**src/rtl/time_parameters_with_reprogrammability.sv**
```systemverilog
// time_parameters_with_reprogrammability: four reprogrammable timer parameters for the car security FSM.
// Define TIME_PARAM_ZERO_CLAMP_EN to store 1 whenever 0 is written.
module time_parameters_with_reprogrammability #(
  parameter int WIDTH = 4,
  parameter int DEFAULT_ARM_DELAY = 6,
  parameter int DEFAULT_DRIVER_DELAY = 8,
  parameter int DEFAULT_PASSENGER_DELAY = 15,
  parameter int DEFAULT_ALARM_ON = 10
) (
  input  logic             clock,
  input  logic             systemReset,
  input  logic             reprogram,
  input  logic [1:0]       timeParameterSelector,
  input  logic [WIDTH-1:0] timeValue,
  input  logic [1:0]       interval,
  output logic [WIDTH-1:0] value,
  output logic             reprogramDone
);
  logic [WIDTH-1:0] slot [4];
  logic [2:0] sync;
  logic write_strobe;
  logic [WIDTH-1:0] wdata;
  // Sync flops reset high so a button held through reset release is not seen as an edge
  assign write_strobe = sync[1] & ~sync[2];
`ifdef TIME_PARAM_ZERO_CLAMP_EN
  assign wdata = (timeValue == '0) ? WIDTH'(1) : timeValue;
`else
  assign wdata = timeValue;
`endif
  assign value = slot[interval];
  always_ff @(posedge clock or negedge systemReset) begin
    if (!systemReset) begin
      sync <= 3'b111;
      reprogramDone <= 1'b0;
      slot[0] <= WIDTH'(DEFAULT_ARM_DELAY);
      slot[1] <= WIDTH'(DEFAULT_DRIVER_DELAY);
      slot[2] <= WIDTH'(DEFAULT_PASSENGER_DELAY);
      slot[3] <= WIDTH'(DEFAULT_ALARM_ON);
    end else begin
      sync <= {sync[1:0], reprogram};
      reprogramDone <= write_strobe;
      if (write_strobe) slot[timeParameterSelector] <= wdata;
    end
  end
endmodule

```
**config.mk**
```make
export PLATFORM = sky130hd
export DESIGN_NAME = time_parameters_with_reprogrammability
export DESIGN_NICKNAME = d
export VERILOG_FILES = /design/src/rtl/time_parameters_with_reprogrammability.sv
export SDC_FILE = /design/constraint.sdc
export NUM_CORES = 1
export LEC_CHECK = 0
export BUFFER_PORTS_ARGS = -buffer_cell sky130_fd_sc_hd__buf_2
export CORE_MARGIN = 2
export CORE_UTILIZATION = 35
export DETAILED_ROUTE_END_ITERATION = 7
export PLACE_DENSITY = 0.54
export SKIP_CTS_REPAIR_TIMING = 1
export SYNTH_ARGS = -nofsm -noshare
export SYNTH_HDL_FRONTEND = slang
export SYNTH_SLANG_ARGS = --single-unit
export TNS_END_PERCENT = 20
```
**constraint.sdc**
```tcl
create_clock -name clock -period 3.4 [get_ports clock]
set_input_delay 0 -clock clock [delete_from_list [all_inputs] [get_ports clock]]
set_output_delay 0 -clock clock [all_outputs]
set_load 0.01 [all_outputs]
```
==> impl_results.md <==
- Synth area leaders: dfstp_2, dfrtp_1, mux2_2, mux4_2, and4bb_4
- Crit path kind: flop to flop
- Min cycle time layout: 1.38 ns
- Gr usage total: 0.121
- Die W: 53.5 µm
- Combinational power share: 0.177
- Vert. Die Dim: 53.5 µm
- Synth top area share: 0.368
- Final Setup Violations: 0
- # DRC: 0
- Largest net degree at the start of global routing: 21
- Storage cell area: 515 µm²
- First-pass GRT wire length: 2360 µm
- Synth Flop Type: dfstp_2
- CTS Sinks: 20
- Initial Utilization: 0.380
- Final nets: 82
- Die area: 0.00286 mm²
- Data required, critical path: 3.59 ns
- Core ar.: 0.00225 mm²
- FF-to-FF Start: sync[1]
- Mapped Nets: 56
- Worst EP arrival: 1.57 ns
- Worst Hold Path EP: slot[12]
- Clk root buf: clkbuf_4
- Reg clk slew, reported paths: 0.11 ns
- Pwr dens: 575 mW/mm²
- VDD IR max: 316 µV
- Sequential power share: 0.518
- Clock Latency Late Sink: 0.29 ns
- Sw Share: 0.210
- Synth top cells by count: mux2_2, dfstp_2, dfrtp_1
- Drt pass-1 iters: 4
- Sequential-to-total area share from yosys stat: 0.601
- Hold crit path type: input port to flop
- R2R setup slack: 2.02 ns
- Yosys reg bits: 20
- Max Cap Viol: 0
- Vias/cell: 5.03
- Antenna-violating nets left: 0
- Relative slew slack: 0.710
- Number of fill cells: 219
- Ant diodes: 0
- Total negative slack: 0 ns
- Final period util: 0.406
- Clock power share: 0.305
- Global route overflow: 0
- RD Place Congestion: 0.626
- IO Port Bufs: 15
- Total internal power: 0.000491 W
- FFs w/ async S/R, synth: 1.00
- DR WL met2: 723 µm
- Final Hold Vio Count: 0
- Met1 Wirelength: 611 µm
- Max Slew Vio Count: 0
- Multi-input gate area: 342 µm²
- Met3 WL post-DR: 71 µm
- Area Overhead vs Synth: 26.0%
- Top Layer Used: met3
- Setup crit start: sync[1]
- Skew final: 0.00241 ns
- Startpoint types: flop
- Mapped cell area: 857 µm²
- RSZ-0062 raised after global routing: false
- Post-synth EDFFs: 0
- H-tree levels: 1
- Run status: finished, final reports clean
- Cell taking the most area after synthesis: dfstp_2
- Netlist cell types: 8
- Initial DRC Count: 7
- Most common cell in the netlist: mux2_2
- WL/cell: 14.3 µm
- RR Endpoint: slot[15]
- P_leak: 0.445 nW
- Path depth of the worst reg2reg path: 2
- Switch Pwr: 0.000130 W
- HPWL Detailed: 1060 µm
- Critical path fanouts, max: 6
- Initial antenna violation count: 0
- Max Clk Rate: 724 MHz
- Cells after Synth: 45
- Total Wirelength: 1410 µm
- CTS tree: yes
- Clock Tree Buf Depth: 2
- Share of layout cells above drive strength 1: 0.771
- Post-layout util: 0.479
- Endpoint class of the critical path: flop
- Ports: 16
- Number of global-route vias before repair: 489
- Hold depth: 3
- Measured slew at the worst slew-check pin: 0.434 ns
- Syn. warnings: 0
- Rows: 17
- Mean post-synth cell area: 19.0 µm²
- CTS Buf Count: 3
- Hold_sp: timeParameterSelector[1]
- Routed via count: 493
-- critical path, cell delays in order (launching register included) --
cell	delay, ns
dfstp_2	0.59
nor4b_4	0.32
mux2_2	0.37
-- cells in the final DEF, fill, tap and decap left out, drive strengths merged --
cell,n
nor4b,1
clkbuf,3
mux4,4
mux2,16
buf,15
bufinv,1
dfstp,12
dfrtp,8
dlygate4sd3,6
nand4b,1
and4bb,2
nor2b,1
-- metal layers --
metal,vias to the layer above,GRT usage
li1,225,-
met1,259,0.162
met2,9,0.185
met3,0,0.0395
met4,0,0.0385
met5,-,0
-- through the flow --
stage / instances / area, µm² / total power [W] / hold WS (ns) / setup slack, ns
after floorplan: 45 / 857 / 0.000392 / -0.296 / 2.10
final: 98 / 1080 / 0.000621 / 0.145 / 2.02
after global routing: 98 / 1080 / 0.000663 / 0.130 / 1.96
after global placement: 88 / 967 / 0.000431 / -0.0276 / 2.03
after CTS: 92 / 1020 / 0.000626 / -0.377 / 2.00
after detailed placement: 88 / 967 / 0.000434 / -0.0387 / 2.00
-- state kept, by name, indices dropped and copies added, names as in the netlist --
name / cells
reprogramDone: 1
slot: 16
sync: 3
-- power groups by stage --
stage / logic [W] / clock network, W / registers, W
CTS: 0.000107 / 0.000197 / 0.000322
floorplan: 0.0000730 / 0 / 0.000319
global route: 0.000120 / 0.000215 / 0.000328
finish: 0.000110 / 0.000190 / 0.000321
global placement: 0.000105 / 0 / 0.000326
detailed placement: 0.000107 / 0 / 0.000327
-- worst max-delay path by stage --
stage                to  slack (ns)  cells after the start
2_1_floorplan  slot[12]        2.10                      2
3_3_place_gp   slot[15]        2.03                      2
3_5_place_dp   slot[15]        2.00                      2
4_1_cts        slot[15]        2.00                      2
5_1_grt        slot[12]        1.96                      2
6_report       slot[15]        2.02                      2
-- cell type report --
| class | instances | area share |
|---|---|---|
| Sequential cell | 20 | 0.477 |
| Multi-Input combinational cell | 25 | 0.316 |
| Timing Repair Buffer | 21 | 0.125 |
| Tap cell | 28 | 0.0324 |
| Clock inverter | 1 | 0.0278 |
| Clock buffer | 3 | 0.0209 |
-- cell families (layout without fill, tap and decap cells) --
family	count (synthesis)	in the layout	share of synthesized area
flip-flops	20	20	0.601
AND/OR/NAND/NOR	5	5	0.0832
multiplexers	20	20	0.315
buffers and inverters	0	25	0
Note: power is estimated with default switching activity, not from simulation.
